===== src/rtl/rr_ctrl_pkg.sv =====
// rtl/rr_ctrl_pkg.sv - shared state, class and opcode definitions for the rr_ctrl sequencer
package rr_ctrl_pkg;

    // Step number doubles as the state encoding so the step output is the state itself.
    typedef enum logic [2:0] {
        ST_T0   = 3'd0,
        ST_T1   = 3'd1,
        ST_T2   = 3'd2,
        ST_T3   = 3'd3,
        ST_T4   = 3'd4,
        ST_T5   = 3'd5,
        ST_T6   = 3'd6,
        ST_IDLE = 3'd7
    } state_e;

    typedef enum logic [1:0] {
        CLS_R3      = 2'd0,
        CLS_UNARY   = 2'd1,
        CLS_MULDIV  = 2'd2,
        CLS_ILLEGAL = 2'd3
    } cls_e;

    localparam logic [4:0] OPC_ADD = 5'b00011;
    localparam logic [4:0] OPC_SUB = 5'b00100;
    localparam logic [4:0] OPC_AND = 5'b00101;
    localparam logic [4:0] OPC_OR  = 5'b00110;
    localparam logic [4:0] OPC_NEG = 5'b10001;
    localparam logic [4:0] OPC_NOT = 5'b10010;
    localparam logic [4:0] OPC_MUL = 5'b10000;
    localparam logic [4:0] OPC_DIV = 5'b01111;

    function automatic state_e last_step(input cls_e cls);
        state_e s;
        case (cls)
            CLS_R3:     s = ST_T5;
            CLS_UNARY:  s = ST_T4;
            CLS_MULDIV: s = ST_T6;
            default:    s = ST_T3;
        endcase
        return s;
    endfunction

endpackage


===== src/rtl/rr_ctrl_decode.sv =====
// rtl/rr_ctrl_decode.sv - combinational instruction field and class decode
module rr_ctrl_decode
    import rr_ctrl_pkg::*;
#(
    parameter int NUM_REGS  = 16,
    parameter int REG_IDX_W = 4,
    parameter int OPC_W     = 5,
    parameter int INSTR_W   = 32
) (
    input  logic [INSTR_W-1:0]   ir,
    output logic [OPC_W-1:0]     opcode,
    output logic [1:0]           cls,
    output logic [REG_IDX_W-1:0] ra,
    output logic [REG_IDX_W-1:0] rb,
    output logic [REG_IDX_W-1:0] rc,
    output logic                 idx_err
);

    localparam int LOW_W = INSTR_W - OPC_W - 3 * REG_IDX_W;

    cls_e opc_cls;
    logic unused_low_bits;

    assign opcode = ir[INSTR_W-1 -: OPC_W];
    assign ra     = ir[INSTR_W-1-OPC_W -: REG_IDX_W];
    assign rb     = ir[INSTR_W-1-OPC_W-REG_IDX_W -: REG_IDX_W];
    assign rc     = ir[INSTR_W-1-OPC_W-2*REG_IDX_W -: REG_IDX_W];
    assign unused_low_bits = ^ir[LOW_W-1:0];

    always_comb begin
        opc_cls = CLS_ILLEGAL;
        case (opcode)
            OPC_ADD, OPC_SUB, OPC_AND, OPC_OR: opc_cls = CLS_R3;
            OPC_NEG, OPC_NOT:                  opc_cls = CLS_UNARY;
            OPC_MUL, OPC_DIV:                  opc_cls = CLS_MULDIV;
            default:                           opc_cls = CLS_ILLEGAL;
        endcase
    end

    // rc is only an operand for three-register instructions.
    always_comb begin
        idx_err = (32'(ra) >= NUM_REGS) || (32'(rb) >= NUM_REGS)
               || ((opc_cls == CLS_R3) && (32'(rc) >= NUM_REGS));
    end

    assign cls = opc_cls;

endmodule


===== src/rtl/rr_ctrl_sequencer.sv =====
// rtl/rr_ctrl_sequencer.sv - hardwired control-step sequencer for register-register ALU instructions
module rr_ctrl_sequencer
    import rr_ctrl_pkg::*;
#(
    parameter int NUM_REGS  = 16,
    parameter int REG_IDX_W = 4,
    parameter int OPC_W     = 5,
    parameter int INSTR_W   = 32
) (
    input  logic                clock,
    input  logic                clear,
    input  logic                start,
    input  logic                mem_ready,
    input  logic [INSTR_W-1:0]  ir,
    output logic                PCout,
    output logic                IncPC,
    output logic                MARin,
    output logic                memRead,
    output logic                MDRin,
    output logic                MDRout,
    output logic                IRin,
    output logic                Yin,
    output logic                Zin,
    output logic                Zlowout,
    output logic                Zhighout,
    output logic                HIin,
    output logic                LOin,
    output logic [NUM_REGS-1:0] Rout,
    output logic [NUM_REGS-1:0] Rin,
    output logic [OPC_W-1:0]    alu_op,
    output logic [2:0]          step,
    output logic                busy,
    output logic                done,
    output logic                illegal
);

    state_e                 state_q, state_d;
    logic [OPC_W-1:0]       opcode;
    logic [1:0]             cls_bits;
    logic [REG_IDX_W-1:0]   ra, rb, rc;
    logic                   idx_err;
    cls_e                   cls;
    logic                   rout_en, rin_en;
    logic [REG_IDX_W-1:0]   rout_idx, rin_idx;

    rr_ctrl_decode #(
        .NUM_REGS  (NUM_REGS),
        .REG_IDX_W (REG_IDX_W),
        .OPC_W     (OPC_W),
        .INSTR_W   (INSTR_W)
    ) u_decode (
        .ir      (ir),
        .opcode  (opcode),
        .cls     (cls_bits),
        .ra      (ra),
        .rb      (rb),
        .rc      (rc),
        .idx_err (idx_err)
    );

    assign cls = idx_err ? CLS_ILLEGAL : cls_e'(cls_bits);

    always_comb begin
        state_d = state_q;
        case (state_q)
            ST_IDLE: if (start) state_d = ST_T0;
            ST_T0:   state_d = ST_T1;
            ST_T1:   if (mem_ready) state_d = ST_T2;
            ST_T2:   state_d = ST_T3;
            default: begin
                // The final step re-samples start so back-to-back instructions need no bubble.
                if (state_q == last_step(cls)) state_d = start ? ST_T0 : ST_IDLE;
                else                           state_d = state_e'(state_q + 3'd1);
            end
        endcase
    end

    always_ff @(posedge clock) begin
        if (clear) state_q <= ST_IDLE;
        else       state_q <= state_d;
    end

    always_comb begin
        PCout = 1'b0; IncPC = 1'b0; MARin = 1'b0; memRead = 1'b0; MDRin = 1'b0;
        MDRout = 1'b0; IRin = 1'b0; Yin = 1'b0; Zin = 1'b0; Zlowout = 1'b0;
        Zhighout = 1'b0; HIin = 1'b0; LOin = 1'b0; done = 1'b0; illegal = 1'b0;
        rout_en = 1'b0; rin_en = 1'b0; rout_idx = '0; rin_idx = '0;
        case (state_q)
            ST_T0: begin PCout = 1'b1; MARin = 1'b1; IncPC = 1'b1; end
            ST_T1: begin memRead = 1'b1; MDRin = 1'b1; end
            ST_T2: begin MDRout = 1'b1; IRin = 1'b1; end
            ST_T3: begin
                case (cls)
                    CLS_R3:     begin rout_en = 1'b1; rout_idx = rb; Yin = 1'b1; end
                    CLS_UNARY:  begin rout_en = 1'b1; rout_idx = rb; Zin = 1'b1; end
                    CLS_MULDIV: begin rout_en = 1'b1; rout_idx = ra; Yin = 1'b1; end
                    default:    illegal = 1'b1;
                endcase
            end
            ST_T4: begin
                case (cls)
                    CLS_R3:     begin rout_en = 1'b1; rout_idx = rc; Zin = 1'b1; end
                    CLS_UNARY:  begin Zlowout = 1'b1; rin_en = 1'b1; rin_idx = ra; done = 1'b1; end
                    CLS_MULDIV: begin rout_en = 1'b1; rout_idx = rb; Zin = 1'b1; end
                    default:    ;
                endcase
            end
            ST_T5: begin
                case (cls)
                    CLS_R3:     begin Zlowout = 1'b1; rin_en = 1'b1; rin_idx = ra; done = 1'b1; end
                    CLS_MULDIV: begin Zlowout = 1'b1; LOin = 1'b1; end
                    default:    ;
                endcase
            end
            ST_T6: begin
                if (cls == CLS_MULDIV) begin Zhighout = 1'b1; HIin = 1'b1; done = 1'b1; end
            end
            default: ;
        endcase
        Rout   = rout_en ? (NUM_REGS'(1) << rout_idx) : '0;
        Rin    = rin_en ? (NUM_REGS'(1) << rin_idx) : '0;
        alu_op = Zin ? opcode : '0;
        step   = state_q;
        busy   = (state_q != ST_IDLE);
    end

endmodule


===== config.mk =====
export PLATFORM = sky130hd
export DESIGN_NAME = rr_ctrl_sequencer
export DESIGN_NICKNAME = d
export VERILOG_FILES = /design/src/rtl/rr_ctrl_pkg.sv /design/src/rtl/rr_ctrl_decode.sv /design/src/rtl/rr_ctrl_sequencer.sv
export SDC_FILE = /design/constraint.sdc
export NUM_CORES = 1
export LEC_CHECK = 0
export CAP_MARGIN = 20
export CORE_ASPECT_RATIO = 0.75
export CORE_MARGIN = 4
export CORE_UTILIZATION = 33
export CTS_CLUSTER_SIZE = 14
export DETAILED_ROUTE_END_ITERATION = 10
export HOLD_SLACK_MARGIN = 0.02
export MAX_ROUTING_LAYER = met4
export PLACE_DENSITY = 0.78
export RECOVER_POWER = 50
export SYNTH_ARGS = -nofsm -noshare
export SYNTH_HDL_FRONTEND = slang
export SYNTH_HIERARCHICAL = 1
export SYNTH_SLANG_ARGS = --single-unit
export TNS_END_PERCENT = 50

===== constraint.sdc =====
create_clock -name clock -period 2.8 [get_ports clock]
set_input_delay 0.42 -clock clock [delete_from_list [all_inputs] [get_ports clock]]
set_output_delay 0.42 -clock clock [all_outputs]
set_load 0.02 [all_outputs]

==> run_results.csv <==
group,metric,value,unit
timing,fin_tns_setup,-6.35,ns
die,die_area,5270,um2
status,status,"finished, violations left",
place,place_area,2590,um2
power,p_per_area,344,nW/um2
synthesis,synthArstFlopShare,0,%
place,io_buffers,76,
die,io_pins,92,
critical_path,endpoint_kind,"primary output",
synthesis,seq_area_frac_synth,4.38,%
detailed_routing,ant_nets,0,
place,dpl.cell_count,357,
critical_path,crit_path_top_delay_cell,"a31oi_1",
detailed_routing,vias_per_cell,5.54,
cts,clk_latency,0.22,ns
die,rows,20,
cts,path_clk_slew,0.03,ns
critical_path,crit_path_max_fanout,8,
detailed_routing,finalWirelength,6810,um
grt,grt_max_degree,14,
final_layout,fillCellCount,264,
place,pre_cts_ws,-1.36,ns
synthesis,yosys_warnings,6,
critical_path,path_depth,16,
synthesis,synthTopCellsByArea,"buf_4 13%, ha_1 12%, nor2_1 6.6%, a21oi_1 5.8%, and2_1 4.6%",
synthesis,synth_fp_nets,254,
critical_path,required,2.38,ns
critical_path,crit_start,"ir[27]",
critical_path,worstPathCellList,"buf_12 -> ha_4 -> nand2_1 -> o21ai_0 -> a31oi_1 -> nor2_2 -> buf_4 -> ha_4 -> buf_6 -> a22oi_2 -> buf_6 -> nor2_4 -> nor2_2 -> buf_6 -> nor3_2 -> buf_4",
power,p_leak,1.24,nW
synthesis,synth_area_leader_cell,"buf_4",
cts,numCtsBuffers,3,
timing,finalHoldViolCount,0,
cts,cts_tree,"yes",
timing,max_clock_freq,0.317,GHz
die,initial_core_util,34.1,%
die,core_area,4030,um2
synthesis,synth_edf_count,0,
grt,grt_pass1_vias,2016,
critical_path,cp_common_cell,"buf_6",
timing,clock_skew,0.0000535,ns
grt,busiest_layer,"met2",
die,die_y,63.9,um
grt,antenna_found_initial,0,
final_layout,nets,370,
timing,layout_min_cycle_time,3.16,ns
run,drv_cap,0,
grt,met1_usage,29.9,%
place,gp_congestion,0.925,
grt,grt_util_met3,4.79,%
final_layout,syn_to_final_growth,121,%
detailed_routing,drc,0,
synthesis,syn_area,1370,um2
timing,final.setup.worst_slack,-0.359,ns
critical_path,r2r-end,"step[0]",
timing,rsz0062_at_grt,"yes",
final_layout,final_cell_mix,"66 x buf_4, 30 x buf_6, 17 x clkdlybuf4s50_1",
final_layout,final_common_cell,"buf_4",
final_layout,largest_reg_flops,3,
synthesis,synth_cell_types,44,
timing,finalCritPeriodShare,113,%
synthesis,ys_ff_latch,3,
grt,grt.overflow.total,0,
power,power,1.04,mW
grt,track_usage,24.5,%
critical_path,crit_end,"Rout[12]",
detailed_routing,wl_per_cell,18.2,um
status,failed_checks,"negative setup slack",
die,chipWidth,82.5,um
timing,maxSlewViolCount,0,
critical_path,cp_num_buf_inv,6,
critical_path,r2r_slack,0.88,ns
cts,cts_sinks,3,
critical_path,slowest_delay,0.29,ns
synthesis,synthFlopType,"dfxtp_1",
critical_path,r2r_start,"step[0]",
critical_path,criticalPathCategory,"input port to primary output",
final_layout,antennaDiodeCount,0,
detailed_routing,vias,2077,
final_layout,stdcell_area,3030,um2
min_path,hold_class,"flop to flop",
final_layout,final_core_util,75.3,%
final_layout,drive_gt1_share,60.6,%
timing,finalSetupViolCount,30,
synthesis,synth_top_cell_area_share,13.1,%
place,hpwl,4100,um
final_layout,final_cells,375,
critical_path,reg2reg_depth,7,
detailed_routing,drtIter0Drc,164,
timing,fin_hold_ws,0.686,ns
critical_path,critPathLaunchType,"input port",
synthesis,synthCells,205,
cts,htreeDepth,1,
cts,root_buffer,"clkbuf_8",
power,ir_worst_vdd,0.000642,V
detailed_routing,dr.pass1.iters,4,
cts,cts_buffer_depth,2,
grt,use_met2,38.9,%
critical_path,cp.arrival,2.74,ns
synthesis,syn_area_per_cell,6.70,um2
grt,grt_pass1_wl,9910,um
critical_path,path_delay_family,"buffers and inverters",
-- what timing repair did --
item | CTS | global route
pin swaps | 30 | 22
buffers inserted | 12 | 2
gates resized for setup | 254 | 62
setup endpoints to repair | 48 | 44
hold buffers | 0 | 0
-- final cells by class --
cell class                      instances  area, um2  share of cell area (%)
Inverter                               13       53.8                    1.77
Tap cell                               55       68.8                    2.27
Timing Repair Buffer                  139       1220                    40.3
Multi-Input combinational cell        161       1580                    52.1
Clock buffer                            4       45.0                    1.49
Sequential cell                         3       60.1                    1.98
-- cell families (layout without fill, tap and decap cells) --
kind of cell	count (synthesis)	count (layout)	synth area share, %
xor gates and xnor gates	2	2	1.28
DFF	3	3	4.38
and+or+nand+nor	87	87	34.4
AOI/OAI and AO/OA	56	56	28.5
muxes	2	2	1.55
buffers and inverters	41	156	17.8
other	1	1	0.273
adders and majority gates	13	13	11.9
-- per-layer routing --
| metal | vias up | wire, um |
|---|---|---|
| li1 | 935 | - |
| met4 | 0 | 270 |
| met5 | - | 0 |
| met1 | 992 | 2710 |
| met2 | 129 | 3220 |
| met3 | 21 | 603 |
-- cell usage after synthesis, types with 2 or more instances --
master,count
ha_1,13
nand3b_1,4
nor2b_1,5
o21a_1,2
or3b_2,4
and3_1,2
o2111ai_1,2
a21o_1,4
a22oi_1,4
and2_1,10
dfxtp_1,3
o21ai_0,9
a211oi_1,7
or2_2,2
nor2_1,24
nand2_1,12
clkbuf_1,3
nand2b_1,3
a21oi_1,16
buf_4,24
xnor2_1,2
nor3_1,11
nand3_1,4
o211ai_1,3
inv_1,13
-- worst min-delay path by stage --
stage / from / end / cells past startpoint
4_1_cts: step[0] / step[0] / 2
6_report: step[0] / step[0] / 2
3_3_place_gp: step[2] / step[2] / 2
3_5_place_dp: step[0] / step[0] / 2
5_1_grt: step[0] / step[0] / 2
2_1_floorplan: clear / step[0] / 1
-- worst reg2reg max path, cell delays in order, from the launching register on --
cell and delay [ns]:
dfxtp_1 0.39, buf_4 0.16, ha_1 0.18, buf_4 0.15, nor3_1 0.05, o21ai_0 0.38, a211oi_1 0.11, a2111o_1 0.39
-- where the power goes --
group          internal, mW  switching [mW]  total (mW)
Combinational         0.388           0.442       0.830
Clock                0.0972          0.0307       0.128
Sequential           0.0638          0.0201      0.0840
Total                 0.549           0.493        1.04
(Power assumes the default switching activity.)
